### config.mk
export PLATFORM = sky130hd
export DESIGN_NAME = alu_cmd_issuer
export DESIGN_NICKNAME = d
export VERILOG_FILES = /design/src/rtl/alu_cmd_issuer.sv
export SDC_FILE = /design/constraint.sdc
export NUM_CORES = 1
export LEC_CHECK = 0
export CAP_MARGIN = 10
export CORE_MARGIN = 8
export CORE_UTILIZATION = 55
export CTS_BUF_LIST = sky130_fd_sc_hd__clkbuf_4 sky130_fd_sc_hd__clkbuf_8
export DETAILED_ROUTE_END_ITERATION = 10
export DONT_BUFFER_PORTS = 1
export PLACE_DENSITY = 0.7
export SETUP_SLACK_MARGIN = 0.3
export SLEW_MARGIN = 0
export SYNTH_ARGS = -nofsm -noshare
export SYNTH_HDL_FRONTEND = slang
export SYNTH_SLANG_ARGS = --single-unit
### constraint.sdc
create_clock -name clk -period 3.4 [get_ports clk]
set_clock_uncertainty 0.1 [all_clocks]
set_input_delay 0.51 -clock clk [delete_from_list [all_inputs] [get_ports clk]]
set_output_delay 0.51 -clock clk [all_outputs]
set_load 0.02 [all_outputs]
### src/rtl/alu_cmd_issuer.sv
// ALU command issuer: accepts requests, screens illegal ops / divide-by-zero, drives a registered ALU,
// waits its latency and returns the result over valid/ready. Optional counters: ALU_ISSUER_STATS_EN.
module alu_cmd_issuer #(
  parameter int unsigned DATA_W      = 8,
  parameter int unsigned RES_W       = 16,
  parameter int unsigned ALU_LATENCY = 1
`ifdef ALU_ISSUER_STATS_EN
  , parameter int unsigned STAT_W    = 16
`endif
) (
  input  logic              clk,
  input  logic              rst,
  input  logic              req_valid,
  output logic              req_ready,
  input  logic [2:0]        req_op,
  input  logic [DATA_W-1:0] req_a,
  input  logic [DATA_W-1:0] req_b,
  output logic [2:0]        alu_sel,
  output logic [DATA_W-1:0] alu_number1,
  output logic [DATA_W-1:0] alu_number2,
  input  logic [RES_W-1:0]  alu_result,
  output logic              rsp_valid,
  input  logic              rsp_ready,
  output logic [RES_W-1:0]  rsp_data,
  output logic              rsp_err
`ifdef ALU_ISSUER_STATS_EN
  , output logic [STAT_W-1:0] stat_ops
  , output logic [STAT_W-1:0] stat_errs
`endif
);

  localparam logic [1:0] S_IDLE  = 2'd0;
  localparam logic [1:0] S_ISSUE = 2'd1;
  localparam logic [1:0] S_WAIT  = 2'd2;
  localparam logic [1:0] S_RESP  = 2'd3;

  localparam logic [2:0] OP_ADD = 3'b001;
  localparam logic [2:0] OP_DIV = 3'b100;

  localparam logic [3:0] CNT_INIT = 4'(ALU_LATENCY - 1);

  logic [1:0]        r_state;
  logic [3:0]        r_cnt;
  logic              r_req_ready;
  logic [2:0]        r_alu_sel;
  logic [DATA_W-1:0] r_alu_n1;
  logic [DATA_W-1:0] r_alu_n2;
  logic              r_rsp_valid;
  logic [RES_W-1:0]  r_rsp_data;
  logic              r_rsp_err;

  logic w_accept;
  logic w_legal;
  logic w_div0;
  logic w_rsp_hs;

  always_comb begin
    w_accept = (r_state == S_IDLE) && req_valid && r_req_ready;
    w_legal  = (req_op >= OP_ADD) && (req_op <= OP_DIV);
    w_div0   = (req_op == OP_DIV) && (req_b == '0);
    w_rsp_hs = (r_state == S_RESP) && r_rsp_valid && rsp_ready;
  end

  always_ff @(posedge clk) begin
    if (rst) begin
      r_state     <= S_IDLE;
      r_cnt       <= '0;
      r_req_ready <= 1'b1;
      r_alu_sel   <= '0;
      r_alu_n1    <= '0;
      r_alu_n2    <= '0;
      r_rsp_valid <= 1'b0;
      r_rsp_data  <= '0;
      r_rsp_err   <= 1'b0;
    end else begin
      case (r_state)
        S_IDLE: begin
          if (w_accept) begin
            r_req_ready <= 1'b0;
            // Screened requests skip the ALU entirely and answer on the next edge.
            if (!w_legal) begin
              r_rsp_data  <= '0;
              r_rsp_err   <= 1'b1;
              r_rsp_valid <= 1'b1;
              r_state     <= S_RESP;
            end else if (w_div0) begin
              r_rsp_data  <= '1;
              r_rsp_err   <= 1'b1;
              r_rsp_valid <= 1'b1;
              r_state     <= S_RESP;
            end else begin
              r_alu_sel <= req_op;
              r_alu_n1  <= req_a;
              r_alu_n2  <= req_b;
              r_state   <= S_ISSUE;
            end
          end
        end
        S_ISSUE: begin
          r_cnt   <= CNT_INIT;
          r_state <= S_WAIT;
        end
        S_WAIT: begin
          if (r_cnt == '0) begin
            r_rsp_data  <= alu_result;
            r_rsp_err   <= 1'b0;
            r_rsp_valid <= 1'b1;
            r_alu_sel   <= '0;
            r_alu_n1    <= '0;
            r_alu_n2    <= '0;
            r_state     <= S_RESP;
          end else begin
            r_cnt <= r_cnt - 4'd1;
          end
        end
        S_RESP: begin
          if (w_rsp_hs) begin
            r_rsp_valid <= 1'b0;
            r_req_ready <= 1'b1;
            r_state     <= S_IDLE;
          end
        end
        default: begin
          r_state     <= S_IDLE;
          r_req_ready <= 1'b1;
          r_rsp_valid <= 1'b0;
        end
      endcase
    end
  end

`ifdef ALU_ISSUER_STATS_EN
  logic [STAT_W-1:0] r_stat_ops;
  logic [STAT_W-1:0] r_stat_errs;

  always_ff @(posedge clk) begin
    if (rst) begin
      r_stat_ops  <= '0;
      r_stat_errs <= '0;
    end else if (w_rsp_hs) begin
      r_stat_ops <= r_stat_ops + 1'b1;
      if (r_rsp_err) begin
        r_stat_errs <= r_stat_errs + 1'b1;
      end
    end
  end

  assign stat_ops  = r_stat_ops;
  assign stat_errs = r_stat_errs;
`endif

  assign req_ready   = r_req_ready;
  assign alu_sel     = r_alu_sel;
  assign alu_number1 = r_alu_n1;
  assign alu_number2 = r_alu_n2;
  assign rsp_valid   = r_rsp_valid;
  assign rsp_data    = r_rsp_data;
  assign rsp_err     = r_rsp_err;

endmodule

==> out/results.ini <==
[worst_setup_path]
cp-end-kind = register
path_max_fanout = 17
critical-path-slowest-cell = or3_1
cp_num_buf_inv = 1
path_cells = inv_1 > ha_1 > or2b_2 > a22o_2 > or3_1 > a211oi_1
path_delay_family = simple AND/OR/NAND/NOR gates
crit_cells = 6
r2r_cells = 6
cpPeakStageDelay_ps = 750
startpoint_type = register
crit_arrival_ps = 2760
worst_ep_required_time_ps = 3510
critPathKind = register to register

[layout]
drive_gt1_share_pct = 7.787
num_antenna_cells = 0
syn2layout_area_growth_pct = 4.360
post-route-util_pct = 58.15
multi_input_area_um2 = 1179
seq_area_um2 = 880.8
nFillCells = 379
fin_nets = 289

[power]
p_int_mw = 1.115
powerDensity_nw_per_um2 = 838.6
vdd_ir_drop_max_mv = 0.4247
fin_total_pwr_mw = 1.909
p_sw_mw = 0.7932
combPwrFrac_pct = 34.6
swShare_pct = 41.56
p_seq_share_pct = 47.3
p_clk_share_pct = 18.1
p_leak_nw = 0.9518

[synth]
ys.flop_type = dfxtp_1
synth-edff-count = 0
synth_common_cells = nand2_1 (56), dfxtp_1 (44), mux2i_1 (36)
ys_warn_count = 0
synth_top_cell_area_share_pct = 40.39
synth.most_common_cell = nand2_1
yosysSeqAreaShare_pct = 40.39
synth-async-reset-ratio_pct = 0
synth-seq-cells = 44
synthCells = 251
synth.net_count = 297
syn_area_per_cell_um2 = 8.689
synthDistinctLibCells = 35
syn_area_um2 = 2181
yosysTopAreaCell = dfxtp_1
synthTopCellsByArea = dfxtp_1 (40%), mux2i_1 (17%), nand2_1 (9.6%)

[clocking]
cts_inserted_buffers = 5
cts_resized = 0
cts-root-buf = clkbuf_8
hold_buffers = 0
clk_latency_ps = 290
cts_max_level = 2
cts.clk_slew.worst_paths_ps = 80
cts_setup_buffers = 0
clkSinkCount = 44
clockBufferDepth = 2
cts_tree = yes

[global_route]
grt_pass1_wl_um = 7824
grt_pass1_vias = 1641
antenna_found_initial = 0
track_usage_pct = 15.39
overflow = 0
grt_max_degree = 44

[timing]
fin_crit_ps = 2651
whs_ps = 184.9
fin_ws_ps = 749.2
maxSlewHeadroom_pct = 40.37
final_hold_viol_count = 0
timing.final.crit_share_pct = 77.97
finalSetupViolCount = 0
rsz0062_at_grt = false
drv_slew = 0
worst_slew_pin_slew_ps = 894.4
fin_tns_setup_ps = 0
max_clock_freq_ghz = 0.3772

[route]
via_count = 1659
wl_um = 4703
viasPerCell = 5.643
wl_per_cell_um = 16.00
drtIter0Drc = 69
first_pass_iters = 4
final_antenna_net_count = 0
drc_errors = 0

[placement]
io_buffers = 0
globalplace.congestion = 0.7313
hpwlAfterDp_um = 3324
dp_slack_ps = 766.5

[floorplanning]
initial_core_util_pct = 55.72
die_w_um = 78.97
core_area_um2 = 3914
fp-row-count = 23
die_h_um = 78.97
pin_count = 77
die-area_um2 = 6236

[min_path]
min_delay_path_depth = 1
hp-class = input pin to register

[flow_run]
drv_cap = 0

[run_status]
outcome = completed

-- worst register-to-register path, delay by kind of cell (launching register included) --
family	cells	cell delay, ps
AO/OA/AOI/OAI	2	600
adder cells (fa/ha/maj)	1	310
buffers and inverters	1	100
flip-flops	1	390
AND/OR/NAND/NOR	2	1070
-- routing by layer --
metal | GRT usage, % | up-vias | part of all wire (%)
li1 | - | 838 | -
met1 | 18.23 | 760 | 43
met2 | 23.42 | 53 | 45
met3 | 7.901 | 8 | 10
met4 | 5.185 | 0 | 1.7
met5 | 0 | - | 0
-- registers in the layout, indices dropped and copies added (netlist names) --
signal and cells:
alu_number1 8, alu_number2 8, alu_sel 3, r_cnt 4
r_state 2, req_ready 1, rsp_data 16, rsp_err 1
rsp_valid 1
-- layout by cell type, fill, tap and decap left out, types with 2 or more instances in the layout --
cell type  count
a21oi_1        3
nand2_1       56
nor3_1         3
o21ai_0        3
xor2_1         2
a21o_1        16
buf_4          4
inv_1          7
nand3_1       23
clkbuf_8       6
nor2b_1        3
dfxtp_1       44
nor2_1         9
a211oi_1       2
ha_1           7
mux2i_1       36
or3_1          2
or2_2          2
-- final cells by class --
cell class,count,area share (%)
Inverter,7,1.154
Sequential cell,44,38.70
Multi-Input combinational cell,181,51.79
Clock inverter,1,0.3299
Timing Repair Buffer,4,1.319
Tap cell,50,2.749
Clock buffer,7,3.958
-- per-stage QoR --
| step | cell area, um2 | cells |
|---|---|---|
| global placement | 2178 | 286 |
| global route | 2276 | 294 |
| detailed placement | 2178 | 286 |
| finish | 2276 | 294 |
| floorplan | 2181 | 251 |
| CTS | 2276 | 294 |
-- logic make-up after synthesis --
family | after synthesis | synth area share (%)
DFF | 44 | 40.39
muxes | 37 | 17.04
AOI/OAI and AO/OA | 30 | 9.925
buffers and inverters | 26 | 5.852
xor gates and xnor gates | 2 | 0.8034
adders and majority gates | 7 | 4.016
and+or+nand+nor | 105 | 21.97
-- power by group through the flow --
stage               clock network (mW)  registers (mW)  logic (mW)
finish                           0.346           0.902       0.660
global route                     0.383           0.925       0.734
CTS                              0.354           0.908       0.663
detailed placement                   0           0.917       0.660
global placement                     0           0.919       0.652
floorplan                            0           0.880       0.595
-- path summary, 6_finish.rpt --
kind	startpoint	slack [ps]	to
setup / recovery	r_state[0]	750	rsp_err
hold / removal	rst	180	r_cnt[1]
setup reg to reg	r_state[0]	750	rsp_err
hold reg to reg	r_state[0]	440	r_state[0]
No activity file was read; power rests on OpenSTA's default activity.
